## src/rtl/crossing_output_seq.sv

```systemverilog
`default_nettype none
// ============================================================================
// Module   : crossing_output_seq
// Brief    : Level-crossing sequencer: road lamps, alarm and stepped barriers.
// Revision : 1.0 - initial release
// ============================================================================
module crossing_output_seq #(
    parameter int N_BAR   = 2,
    parameter int T_WARN  = 8,
    parameter int T_AMBER = 4,
    parameter int T_STEP  = 3,
    parameter int CW      = 8
) (
    input  logic             clk,
    input  logic             rst_n,
    input  logic             approach,
    input  logic             clear,
    input  logic             maint,
    output logic             v,
    output logic             a,
    output logic             r,
    output logic             vint,
    output logic             al,
    output logic [N_BAR-1:0] b,
    output logic [2:0]       state_o
);

    typedef enum logic [2:0] {
        S_IDLE   = 3'd0,
        S_WARN   = 3'd1,
        S_AMBER  = 3'd2,
        S_LOWER  = 3'd3,
        S_CLOSED = 3'd4,
        S_RAISE  = 3'd5
    } state_t;

    localparam logic [CW-1:0] C_WARN_LAST  = CW'(T_WARN - 1);
    localparam logic [CW-1:0] C_AMBER_LAST = CW'(T_AMBER - 1);
    localparam logic [CW-1:0] C_STEP_LAST  = CW'(T_STEP - 1);

    state_t           r_state;
    logic [CW-1:0]    r_timer;
    logic [4:0]       r_lamps;  // {v, a, r, vint, al}
    logic [N_BAR-1:0] w_set;
    logic [N_BAR-1:0] w_drop;
    logic             w_found;
    logic             w_leave;

    // Lamp pattern owned by each state, registered together with the state.
    function automatic logic [4:0] lamps_of(input state_t s);
        case (s)
            S_IDLE:   lamps_of = 5'b10001;
            S_WARN:   lamps_of = 5'b00011;
            S_AMBER:  lamps_of = 5'b01000;
            S_LOWER:  lamps_of = 5'b00100;
            S_CLOSED: lamps_of = 5'b00100;
            S_RAISE:  lamps_of = 5'b00101;
            default:  lamps_of = 5'b10001;
        endcase
    endfunction

    // b + 1 flips the lowest clear bit to one; OR-ing keeps the rest.
    assign w_set   = b | (b + N_BAR'(1));
    assign w_leave = clear & ~approach;

    always_comb begin
        w_drop  = b;
        w_found = 1'b0;
        for (int i = N_BAR - 1; i >= 0; i--) begin
            if (b[i] && !w_found) begin
                w_drop[i] = 1'b0;
                w_found   = 1'b1;
            end
        end
    end

    always_ff @(posedge clk) begin
        if (!rst_n) begin
            r_state <= S_IDLE;
            r_timer <= '0;
            b       <= '0;
            r_lamps <= lamps_of(S_IDLE);
        end else begin
            r_timer <= r_timer + CW'(1);
            case (r_state)
                S_IDLE: begin
                    r_timer <= '0;
                    if (maint) begin
                        r_state <= S_LOWER;
                        r_lamps <= lamps_of(S_LOWER);
                    end else if (approach) begin
                        r_state <= S_WARN;
                        r_lamps <= lamps_of(S_WARN);
                    end
                end
                S_WARN: begin
                    if (maint) begin
                        r_state <= S_LOWER;
                        r_timer <= '0;
                        r_lamps <= lamps_of(S_LOWER);
                    end else if (w_leave) begin
                        r_state <= S_IDLE;
                        r_timer <= '0;
                        r_lamps <= lamps_of(S_IDLE);
                    end else if (r_timer == C_WARN_LAST) begin
                        r_state <= S_AMBER;
                        r_timer <= '0;
                        r_lamps <= lamps_of(S_AMBER);
                    end
                end
                S_AMBER: begin
                    if (maint || (!w_leave && r_timer == C_AMBER_LAST)) begin
                        r_state <= S_LOWER;
                        r_timer <= '0;
                        r_lamps <= lamps_of(S_LOWER);
                    end else if (w_leave) begin
                        r_state <= S_IDLE;
                        r_timer <= '0;
                        r_lamps <= lamps_of(S_IDLE);
                    end
                end
                S_LOWER: begin
                    if (r_timer == C_STEP_LAST) begin
                        r_timer <= '0;
                        b       <= w_set;
                        if (&w_set) begin
                            r_state <= S_CLOSED;
                            r_lamps <= lamps_of(S_CLOSED);
                        end
                    end
                end
                S_CLOSED: begin
                    r_timer <= '0;
                    if (w_leave && !maint) begin
                        r_state <= S_RAISE;
                        r_lamps <= lamps_of(S_RAISE);
                    end
                end
                S_RAISE: begin
                    // A returning train or maintenance resumes lowering from the current b.
                    if (approach || maint) begin
                        r_state <= S_LOWER;
                        r_timer <= '0;
                        r_lamps <= lamps_of(S_LOWER);
                    end else if (r_timer == C_STEP_LAST) begin
                        r_timer <= '0;
                        b       <= w_drop;
                        if (w_drop == '0) begin
                            r_state <= S_IDLE;
                            r_lamps <= lamps_of(S_IDLE);
                        end
                    end
                end
                default: begin
                    r_state <= S_IDLE;
                    r_timer <= '0;
                    b       <= '0;
                    r_lamps <= lamps_of(S_IDLE);
                end
            endcase
        end
    end

    assign {v, a, r, vint, al} = r_lamps;
    assign state_o             = r_state;

endmodule
`default_nettype wire

```

## config.mk

```make
export PLATFORM = sky130hd
export DESIGN_NAME = crossing_output_seq
export DESIGN_NICKNAME = d
export VERILOG_FILES = /design/src/rtl/crossing_output_seq.sv
export SDC_FILE = /design/constraint.sdc
export NUM_CORES = 1
export LEC_CHECK = 0
export CORE_UTILIZATION = 65
export CTS_BUF_LIST = sky130_fd_sc_hd__clkbuf_8 sky130_fd_sc_hd__clkbuf_16
export DETAILED_ROUTE_END_ITERATION = 10
export DONT_BUFFER_PORTS = 1
export PLACE_DENSITY = 0.81
export SETUP_SLACK_MARGIN = 0.3
export SLEW_MARGIN = 15
export SYNTH_ARGS = -nofsm -noshare
export SYNTH_HDL_FRONTEND = slang
export SYNTH_SLANG_ARGS = --single-unit
```

## constraint.sdc

```tcl
create_clock -name clk -period 2.9 [get_ports clk]
set_input_delay 0.435 -clock clk [delete_from_list [all_inputs] [get_ports clk]]
set_output_delay 0.435 -clock clk [all_outputs]
set_load 0.01 [all_outputs]
```

After elaboration in Yosys (flattened, before gate mapping)
Cells that the tools add are included.

Bits in registers: 18. Input bits: 5.

Add/sub/neg operators: 2. Equality and inequality tests: 18. Muxes and demuxes: 42. Bitwise logic cells: 4. Reduce and logical (&&, ||, !) cells: 14.

Operators by type and width (number): two-way mux 5 bit (13); two-way mux 8 bit (7); two-way mux 3 bit (13); case mux 8 bit (4 select lines) (1); case mux 5 bit (6 select lines) (1); case mux 3 bit (6 select lines) (1); equality test 8 x 2 -> 1 bit, second input constant (2); != test 3 bit, second input constant (4); != test 2 bit, second input constant (5); adder 8 x 1 -> 8 bit, second input constant (1); equality test 8 x 3 -> 1 bit, second input constant (1); AND reduction 8 bit (1); equality test 3 x 2 -> 1 bit, second input constant (2); equality test 3 bit, second input constant (2); two-way mux 2 bit (3); case mux 2 bit (3 select lines) (1); != test 4 bit, second input constant (1); AND reduction 4 bit (1); OR reduction 4 bit (1); equality test 3 x 1 -> 1 bit, second input constant (1); logical AND 1 bit (3); zero test 1 bit (3); zero test 3 bit (1); adder 2 x 1 -> 2 bit, second input constant (1); other kinds (7) (10).

Depth between registers and ports, before layout
Gate-level depths: netlist of run 1.

Depth in word-level cells: 9. Gate-level depth with buffers: 8. Depth with buffers taken out: 6.

Worst setup path before layout of run 1
Ideal clock, no wire load.

Kind: reg2reg. Start point: register r_timer[5]. End point: register r_state[1] (netlist: state_o[1]). Library setup time: 79 ps. Arrival: 1863 ps. Data required time: 2821 ps. Slack: 958 ps. Stages on the path, launching flop included: 8. Path buffers: 1. Period minus slack after synthesis: 1942 ps. Cell sequence: dfxtp_1 -> or4_4 -> nor3_2 -> a21oi_2 -> nor4b_4 -> buf_6 -> nor2_2 -> a211oi_2.

Cells in the longest elaborated chain, start to end: 5.

RTL lines: from (decl) (line 42) `logic [CW-1:0] r_timer;`; from (signal assigned) (line 84) `r_timer <= r_timer + CW'(1);`; equality test 8 x 2 -> 1 bit (line 112) `if (maint || (!w_leave && r_timer == C_AMBER_LAST)) begin`; logical AND 1 bit (line 112); logical OR 1 bit (line 112); != test 3 bit (no line) / two-way mux 3 bit (equally long branches); AND reduction 8 bit (no line) / case mux 3 bit (6 select lines) (equally long branches); to (signal assigned) (line 113) `r_state <= S_LOWER;`; to (signal assigned) (line 117) `r_state <= S_IDLE;`; to (signal assigned) (line 127) `r_state <= S_CLOSED;`; to (decl) (line 41) `state_t r_state;`.

Several ways; a longest one is shown, not always the timed one. A chain may end at the register's enable or synchronous reset.

Worst setup path in the final report of run 1
Start point: register r_state[1] (netlist: state_o[1]). End point: register r_lamps[0].

Cells in the longest elaborated chain, start to end: 3.

RTL lines: from (signal assigned) (line 79) `r_state <= S_IDLE;`; from (signal assigned) (line 89) `r_state <= S_LOWER;`; from (signal assigned) (line 92) `r_state <= S_WARN;`; equality test 3 x 1 -> 1 bit, or another cell as far along (line 85) `case (r_state)`; != test 4 bit (no line), or another cell as far along; AND reduction 8 bit (no line); to (signal assigned) (line 82) `r_lamps <= lamps_of(S_IDLE);`; to (signal assigned) (line 90) `r_lamps <= lamps_of(S_LOWER);`; to (signal assigned) (line 93) `r_lamps <= lamps_of(S_WARN);`; to (decl) (line 43) `logic [4:0] r_lamps;`.

Several ways; a longest one is shown, not always the timed one.

==> flow_metrics.py, run 1 <==
metrics = {
    "drt": {
        "vias_per_cell": 6.620,
        "drt_iter0_markers": 43,
        "vias": 993,
        "drt_wl_total_mm": 2.384,
        "drc": 0,
        "drt-pass1-iter-count": 4,
        "routedWlPerCell_um": 15.89,
        "drtAntennaViolNets": 0,
    },
    "min_path": {
        "hold_class": "input pin to register",
        "hp-start": "rst_n",
    },
    "finish": {
        "nets": 142,
        "drive_gt1_share_pct": 16.42,
        "layout_common_cells": "dfxtp_1, nor2_1, nand2_1",
        "stdcell_count": 150,
        "fillCellCount": 104,
        "num_antenna_cells": 0,
        "area_growth_syn_to_layout_pct": 7.854,
        "final_common_cell": "dfxtp_1",
    },
    "timing": {
        "grt_setup_unrepaired": "no",
        "maxSlewViolCount": 0,
        "slew_headroom_pct": 60.52,
        "hold_viol_final": 0,
        "max_freq_ghz": 0.4140,
        "min_period_ps": 2415,
        "setup_slack_ps": 484.5,
        "timing.final.crit_share_pct": 83.29,
        "tns_ps": 0,
        "worstMarginPinSlew_ps": 591.3,
        "fin_skew_ps": 2.267,
        "setup_viol": 0,
    },
    "global_route": {
        "gr-total-overflow": 0,
        "grt.total_usage_pct": 28.57,
        "grt_pass1_vias": 897,
        "antenna_found_initial": 0,
        "grt_pass1_wl_mm": 3.884,
        "grt_start_max_net_pins": 18,
    },
    "die": {
        "die_h_um": 42.52,
        "die_x_um": 42.52,
        "core_area_um2": 1524,
        "num_io_pins": 15,
        "placementRows": 14,
        "start_util_pct": 70.03,
        "die_area_um2": 1808,
    },
    "logic_synthesis": {
        "postSynthNetCount": 137,
        "async_flop_share_pct": 0,
        "synth_area_leader_cell": "dfxtp_1",
        "syn_inst": 130,
        "syn_area_per_cell_um2": 8.210,
        "ys.flop_type": "dfxtp_1",
        "synthTopCellsByArea": "dfxtp_1, nor2_1, nand3_1, nand2_1, a21oi_1",
        "syn_area_um2": 1067,
        "yosys_warnings": 0,
        "synth_edf_count": 0,
        "ys_seq_area_share_pct": 33.76,
        "ys_seq_elements": 18,
        "synth_top_area_share_pct": 33.76,
        "ys_types": 47,
    },
    "cts": {
        "cts_tree": "yes",
        "cts.sinks": 18,
        "clock_latency_ps": 260,
        "post_cts_resized": 0,
        "htreeDepth": 1,
        "clkSlewWorstSetupHoldPaths_ps": 70,
        "cts_root_buf": "clkbuf_8",
        "numCtsBuffers": 3,
        "cts_buffer_depth": 2,
    },
    "pwr": {
        "max-vdd-ir-drop_v": 0.0006841,
        "power.density_nw_per_um2": 869.1,
        "leakage_nw": 0.4434,
    },
    "placement": {
        "io_buffers": 0,
        "dp_hpwl_mm": 1.670,
        "place_congestion": 0.8622,
        "placed_cells": 141,
        "pre_cts_slack_ps": 300.2,
    },
    "critical_path": {
        "end_kind": "register",
        "max_stage_delay_ps": 700,
        "path_common_cell": "buf_4",
        "critPathLaunch": "state_o[1]$_SDFFE_PN0P_",
        "critPathLaunchType": "register",
        "critPathRequiredTime_ps": 3050,
        "worst-path-max-fanout": 17,
        "path_class": "register to register",
        "slowest_stage": "dfxtp_1",
        "timing.critical_path.cells": "nor2b_1 -> o21ai_0 -> o32ai_1 -> nor4b_4 -> buf_4 -> buf_4 -> o31a_1",
        "crit_arrival_ps": 2570,
        "crit-reg2reg-launch": "state_o[1]$_SDFFE_PN0P_",
    },
    "job": {
        "cap_violations": 0,
    },
    "status": {
        "status": "finished clean",
    },
}
-- cells by family (layout without fill, tap and decap cells) --
| group | Yosys count | after routing | synth area share, % |
|---|---|---|---|
| buf+inv | 12 | 16 | 5.862 |
| simple gates | 59 | 59 | 31.19 |
| flops | 18 | 18 | 33.76 |
| xor+xnor | 5 | 5 | 4.103 |
| compound gates | 34 | 34 | 22.74 |
| fa+ha+maj | 2 | 2 | 2.344 |
-- power by group --
| part | total (mW) | internal [mW] | switching, mW | leakage [nW] |
|---|---|---|---|---|
| clock | 0.207 | 0.121 | 0.0861 | 0.0288 |
| combinational | 0.423 | 0.205 | 0.218 | 0.268 |
| sequential | 0.370 | 0.289 | 0.0810 | 0.147 |
-- cell usage after synthesis, drive strengths merged (2+ instances only) --
cell type,count
nand3,8
nor4b,4
nor3,3
or2,3
nand2,10
clkbuf,3
o21a,2
a211oi,2
nor2,16
nand2b,2
nor2b,2
o2bb2ai,2
nor4,2
a31oi,2
inv,5
xor2,4
and3,4
o21ai,6
ha,2
a21oi,8
dfxtp,18
buf,4
-- critical path: cells and delay by family (launching register included) --
| family | cells | cell delay (ps) |
|---|---|---|
| buffers and inverters | 2 | 330 |
| and+or+nand+nor | 2 | 480 |
| DFF | 1 | 700 |
| AOI/OAI and AO/OA | 3 | 790 |
-- state kept, by name (all words and copies together), names as in the netlist --
register / count
r_lamps: 5
r_timer: 8
state_o: 3
b: 2
-- area by class of cell --
type / count / area, µm² / share of cell area (%)
inverters: 5 / 18.77 / 1.630
well taps: 16 / 20.02 / 1.739
repair buffers: 7 / 52.55 / 4.565
flip-flops and latches: 18 / 360.3 / 31.30
clock buffers: 4 / 55.05 / 4.783
multi-input cells: 100 / 644.4 / 55.98
-- worst paths after layout --
kind / slack [ps] / end / cells after the start
max: 480 / r_lamps[0]$_SDFFE_PN1P_ / 7
min: 260 / r_lamps[4]$_SDFFE_PN1P_ / 1
max reg2reg: 480 / r_lamps[0]$_SDFFE_PN1P_ / 7
min reg2reg: 460 / r_timer[0]$_SDFF_PN0_ / 1
-- through the flow --
stage / total power, mW / utilization [%] / cell area, µm² / hold WS [ps]
floorplan: 0.6733 / - / 1067 / 425.8
finish: 1.000 / 75.53 / 1151 / 255.7
CTS: 0.9906 / 75.53 / 1151 / 258.1
global placement: 0.6958 / 69.46 / 1059 / 441.6
global route: 1.049 / 75.53 / 1151 / 266.5
detailed placement: 0.7106 / 69.46 / 1059 / 461.8
-- layer usage --
layer	up-vias	part of all wire, %	track usage [%]
met5	-	0	0
met2	53	45	41.85
li1	483	-	-
met3	9	8.2	6.466
met1	448	44	39.41
met4	0	2.5	13.75
-- repair_timing --
| item | in CTS | in global routing |
|---|---|---|
| endpoints found under the setup margin | 3 | 0 |
| hold buffers | 0 | 0 |
| buffers inserted | 5 | 0 |
Power figures use the tool's default switching activity.
==> run 2, diff against run 1 <==
Settings changed: CORE_UTILIZATION 65 to 55, PLACE_DENSITY 0.81 to 0.73.
Clock period 2.9 ns to 2.1 ns, I/O delays scaled along.
==> run 2 against run 1 <==
Net effect: via count increased by 6.4%; cell area increased by 17%; hold slack got worse by 110 ps.
==> flow_metrics.py, run 2 (synthesized netlist as in run 1, its figures left out) <==
metrics = {
    "drt": {
        "drt_wl_total_mm": 2.725,
        "drt-pass1-iter-count": 6,
        "drt_iter0_markers": 29,
        "vias": 1057,
        "vias_per_cell": 6.181,
        "routedWlPerCell_um": 15.94,
        "drc": 0,
        "drtAntennaViolNets": 0,
    },
    "pwr": {
        "max-vdd-ir-drop_v": 0.0009468,
        "combPwrFrac_pct": 49.8,
        "finalPower_mw": 1.544,
        "intPower_mw": 0.9499,
        "power.density_nw_per_um2": 1143,
        "p_clk_share_pct": 18.3,
        "leakage_nw": 0.5301,
        "power_switching_mw": 0.5944,
        "p_sw_share_pct": 38.49,
        "sequentialPowerShare_pct": 31.9,
    },
    "critical_path": {
        "critPathLaunch": "r_timer[6]$_SDFF_PN0_",
        "path_common_cell": "a21oi_2",
        "crit_arrival_ps": 2120,
        "critPathLaunchType": "register",
        "cp_top_family": "simple AND/OR/NAND/NOR gates",
        "rr_worst_depth": 7,
        "worst-path-max-fanout": 6,
        "cp.depth": 7,
        "crit-reg2reg-launch": "r_timer[6]$_SDFF_PN0_",
        "timing.critical_path.cells": "or4_4 -> nor3_4 -> a21oi_2 -> nor4b_4 -> buf_6 -> a21oi_2 -> a41o_1",
        "worstReg2RegEnd": "state_o[2]$_SDFFE_PN0P_",
        "critPathRequiredTime_ps": 2240,
        "max_stage_delay_ps": 570,
        "path_class": "register to register",
        "critPathCapture": "state_o[2]$_SDFFE_PN0P_",
        "slowest_stage": "or4_4",
        "critPathBufInv": 1,
        "r2r_slack_ps": 120,
        "end_kind": "register",
    },
    "timing": {
        "worstMarginPinSlew_ps": 408.2,
        "slew_headroom_pct": 72.54,
        "setup_slack_ps": 122.2,
        "grt_setup_unrepaired": "yes",
        "fin_skew_ps": 5.945,
        "timing.final.crit_share_pct": 94.18,
        "hold_viol_final": 0,
        "maxSlewViolCount": 0,
        "tns_ps": 0,
        "setup_viol": 0,
        "min_period_ps": 1978,
        "max_freq_ghz": 0.5056,
    },
    "placement": {
        "dpl_cell_area_um2": 1170,
        "pre_cts_slack_ps": -5.764,
        "dp_hpwl_mm": 1.871,
        "io_buffers": 0,
        "placed_cells": 159,
        "place_congestion": 0.9836,
    },
    "finish": {
        "fillCellCount": 132,
        "largest_register_ffs": 8,
        "multi_input_area_um2": 726.9,
        "drive_gt1_share_pct": 36.30,
        "final_common_cell": "buf_4",
        "stdcell_area_um2": 1351,
        "num_antenna_cells": 0,
        "nets": 154,
        "stdcell_count": 171,
        "max_flop_register": "r_timer",
        "seqCellArea_um2": 365.4,
        "area_growth_syn_to_layout_pct": 26.61,
        "layout_common_cells": "buf_4, dfxtp_1, nor2_1",
    },
    "cts": {
        "cts_tree": "yes",
        "cts_root_buf": "clkbuf_8",
        "clkSlewWorstSetupHoldPaths_ps": 70,
        "cts.sinks": 18,
        "htreeDepth": 1,
        "numCtsBuffers": 3,
        "clock_latency_ps": 250,
        "ctsHoldBuffers": 0,
        "cts_buffer_depth": 2,
    },
    "die": {
        "die_h_um": 46.05,
        "die_area_um2": 2121,
        "core_area_um2": 1764,
        "start_util_pct": 60.50,
        "placementRows": 15,
        "die_x_um": 46.05,
        "num_io_pins": 15,
    },
    "global_route": {
        "grt_pass1_wl_mm": 4.436,
        "gr-total-overflow": 0,
        "grt.total_usage_pct": 28.84,
        "grt_start_max_net_pins": 15,
        "antenna_found_initial": 0,
        "grt_pass1_vias": 963,
    },
    "status": {
        "status": "finished clean",
    },
    "job": {
        "cap_violations": 0,
    },
    "min_path": {
        "hold_class": "input pin to register",
    },
}
-- run 2: cell types whose count changed in the layout (fill, tap and decap cells not counted), moves of 2 or more --
cell / delta
buf_4: +9
buf_6: +3
dfxtp_1: -4
dfxtp_2: +4
nor2_1: -3
nor2_2: +3
o21ai_0: -4
o21ai_1: +2
o21ai_2: +2
-- run 2: worst reg2reg max path: cells and delay by family, from the launching register on --
family / cells / cell delay [ps]
and+or+nand+nor: 3 / 1020
AOI/OAI and AO/OA: 3 / 340
DFF: 1 / 330
buffers and inverters: 1 / 170
-- run 2: power by group through the flow --
stage,Clock (mW),Combinational [mW],Sequential (mW)
floorplan,0,0.488,0.467
global placement,0,0.583,0.491
detailed placement,0,0.584,0.493
CTS,0.285,0.729,0.490
global route,0.300,0.829,0.502
finish,0.283,0.769,0.492
-- run 2: how the worst min path moves through the flow --
stage	start	to	slack, ps	cells after the start
floorplan	r_timer[0]$_SDFF_PN0_	r_timer[0]$_SDFF_PN0_	430	1
global placement	rst_n	r_lamps[4]$_SDFFE_PN1P_	400	1
detailed placement	rst_n	r_lamps[4]$_SDFFE_PN1P_	410	1
CTS	rst_n	r_lamps[4]$_SDFFE_PN1P_	150	1
global route	rst_n	r_lamps[4]$_SDFFE_PN1P_	150	1
finish	rst_n	r_lamps[4]$_SDFFE_PN1P_	150	1
-- run 2: through the flow --
| stage | hold slack (ps) | utilization [%] |
|---|---|---|
| after floorplan | 425.8 | - |
| after detailed placement | 406.1 | 66.31 |
| final | 148.1 | 76.60 |
| after global placement | 403.7 | 66.31 |
| after global routing | 147.3 | 76.60 |
| after CTS | 147.4 | 74.11 |
-- run 2: metal layers --
metal | routed length, µm | global-route usage [%]
met1 | 1231 | 40.87
met2 | 1262 | 43.10
met3 | 201 | 5.490
met4 | 29 | 10.59
met5 | 0 | 0
-- run 2: final cells by class --
cell class | count | area share [%]
multi-input cells | 100 | 53.80
well taps | 25 | 2.315
clock buffers | 4 | 4.074
repair buffers | 19 | 11.39
inverters | 5 | 1.389
flip-flops and latches | 18 | 27.04
-- run 2: repair_timing --
| item | 4_1_cts | 5_1_grt |
|---|---|---|
| endpoints found under the setup margin | 17 | 17 |
| cloned | 1 | 0 |
| resized for setup | 15 | 10 |
| pin swaps | 5 | 7 |
| setup buffers | 5 | 2 |
==> run 3, diff against run 2 <==
Settings changed: CORE_UTILIZATION 55 to 57, DONT_BUFFER_PORTS 1 to default, PLACE_DENSITY 0.73 to 0.83.
Clock period 2.1 ns to 2.56 ns, I/O delays scaled along.
==> run 3 against run 2 <==
Net effect: setup slack improved by 260 ps; clock-buffer cell count unchanged; hold slack improved by 330 ps; die area decreased by 3.4%; cell area decreased by 4.0%; critical path type is now input pin to register; critical endpoint is now state_o[0]$_SDFFE_PN0P_; largest power group unchanged; highest routed layer unchanged.
==> flow_metrics.py, run 3 (synthesized netlist as in run 1, its figures left out) <==
metrics = {
    "status": {
        "status": "finished clean",
    },
    "global_route": {
        "grt.total_usage_pct": 25.77,
        "grt_pass1_wl_mm": 3.864,
        "grt_pass1_vias": 885,
        "gr-total-overflow": 0,
        "grt_start_max_net_pins": 18,
        "antenna_found_initial": 0,
    },
    "pwr": {
        "combPwrFrac_pct": 44.9,
        "sequentialPowerShare_pct": 35.0,
        "p_sw_share_pct": 37.24,
        "leakage_nw": 0.4897,
        "power_switching_mw": 0.4275,
        "finalPower_mw": 1.148,
        "max-vdd-ir-drop_v": 0.0006681,
        "p_clk_share_pct": 20.1,
        "power.density_nw_per_um2": 884.8,
        "intPower_mw": 0.7205,
    },
    "drt": {
        "drtAntennaViolNets": 0,
        "drt-pass1-iter-count": 4,
        "drc": 0,
        "vias_per_cell": 6.047,
        "vias": 1034,
        "drt_iter0_markers": 38,
        "drt_wl_total_mm": 2.412,
        "routedWlPerCell_um": 14.11,
    },
    "cts": {
        "cts_root_buf": "clkbuf_8",
        "clock_latency_ps": 250,
        "htreeDepth": 1,
        "cts_tree": "yes",
        "ctsHoldBuffers": 0,
        "cts_setup_buffers": 0,
        "numCtsBuffers": 3,
        "clkSlewWorstSetupHoldPaths_ps": 70,
        "cts.sinks": 18,
        "cts_buffer_depth": 2,
    },
    "timing": {
        "hold_viol_final": 0,
        "setup_viol": 0,
        "fin_skew_ps": 1.404,
        "maxSlewViolCount": 0,
        "grt_setup_unrepaired": "no",
        "tns_ps": 0,
        "hold_slack_ps": 477.8,
        "worstMarginPinSlew_ps": 497.6,
        "slew_headroom_pct": 66.72,
        "setup_slack_ps": 384.4,
        "timing.final.crit_share_pct": 84.99,
        "min_period_ps": 2176,
        "max_freq_ghz": 0.4596,
    },
    "die": {
        "num_io_pins": 15,
        "core_area_um2": 1745,
        "placementRows": 15,
        "die_h_um": 45.27,
        "die_x_um": 45.27,
        "die_area_um2": 2049,
        "start_util_pct": 61.15,
    },
    "critical_path": {
        "worst-path-max-fanout": 16,
        "critPathRequiredTime_ps": 2710,
        "path_class": "input pin to register",
        "rr_worst_depth": 6,
        "worstReg2RegEnd": "r_lamps[4]$_SDFFE_PN1P_",
        "end_kind": "register",
        "r2r_slack_ps": 440,
        "crit-reg2reg-launch": "r_timer[5]$_SDFF_PN0_",
        "critPathLaunchType": "input pin",
        "crit_arrival_ps": 2330,
    },
    "finish": {
        "stdcell_count": 171,
        "fillCellCount": 145,
        "max_flop_register": "r_timer",
        "layout_common_cells": "dfxtp_1, nor2_1, clkdlybuf4s50_1",
        "final_common_cell": "dfxtp_1",
        "drive_gt1_share_pct": 15.75,
        "nets": 154,
        "num_antenna_cells": 0,
        "largest_register_ffs": 8,
        "area_growth_syn_to_layout_pct": 21.57,
    },
    "placement": {
        "dp_hpwl_mm": 1.684,
        "place_congestion": 0.8619,
        "pre_cts_slack_ps": 70.50,
        "placed_cells": 167,
        "io_buffers": 14,
    },
    "min_path": {
        "hold_depth": 2,
        "hold_class": "register to register",
        "hold_path_end": "r_lamps[2]$_SDFFE_PN0P_",
        "hp-start": "r_lamps[2]$_SDFFE_PN0P_",
    },
    "job": {
        "cap_violations": 0,
    },
}
[run 3: cell count changes in the layout (fill, tap and decap cells not counted), sizes merged]
cell / delta
buf: -14
clkdlybuf4s50: +14
[run 3: area by class of cell]
| type | instances | area [µm²] | area share (%) |
|---|---|---|---|
| inverter | 5 | 18.77 | 1.446 |
| timing repair buffer | 19 | 177.7 | 13.69 |
| clock buffer | 4 | 55.05 | 4.243 |
| sequential | 18 | 362.8 | 27.97 |
| multi-input combinational | 100 | 651.9 | 50.24 |
| tap | 25 | 31.28 | 2.411 |
[run 3: worst max-delay path by stage]
stage                     startpoint  slack (ps)  depth (start not counted)                      end
2_1_floorplan  r_timer[5]$_SDFF_PN0_         620                          7  state_o[1]$_SDFFE_PN0P_
3_3_place_gp                   maint         140                          8  r_lamps[4]$_SDFFE_PN1P_
3_5_place_dp                approach          70                          8  r_lamps[4]$_SDFFE_PN1P_
4_1_cts                     approach         340                          8  r_lamps[4]$_SDFFE_PN1P_
5_1_grt                     approach         300                          8  state_o[0]$_SDFFE_PN0P_
6_report                    approach         380                          8  state_o[0]$_SDFFE_PN0P_
[run 3: critical path, stage by stage]
cell	delay, ps
clkdlybuf4s50_1	550
nand2b_1	190
nor4b_1	370
o31ai_1	170
nor4b_4	160
buf_4	200
o311a_2	130
o21a_1	170
[run 3: metal layers]
| metal | global-route usage, % | wire, µm |
|---|---|---|
| met5 | 0 | 0 |
| met4 | 7.273 | 21 |
| met3 | 3.600 | 126 |
| met2 | 41.45 | 1107 |
| met1 | 36.00 | 1156 |
[run 3: timing repair]
action,in CTS,in global routing
setup endpoints to repair,1,5
cloned,0,0
hold endpoints to repair,0,0
gates resized for setup,1,3
[run 3: power by group through the flow]
stage               Sequential [mW]  Combinational, mW  Clock (mW)
detailed placement            0.403              0.502           0
global route                  0.408              0.564       0.244
CTS                           0.398              0.507       0.235
global placement              0.400              0.496           0
floorplan                     0.383              0.380           0
finish                        0.402              0.515       0.231
[run 3: through the flow]
step,util (%),cell area [µm²]
global placement,70.61,1232
finish,74.34,1297
global route,74.34,1297
CTS,73.84,1289
detailed placement,70.61,1232
floorplan,-,1067
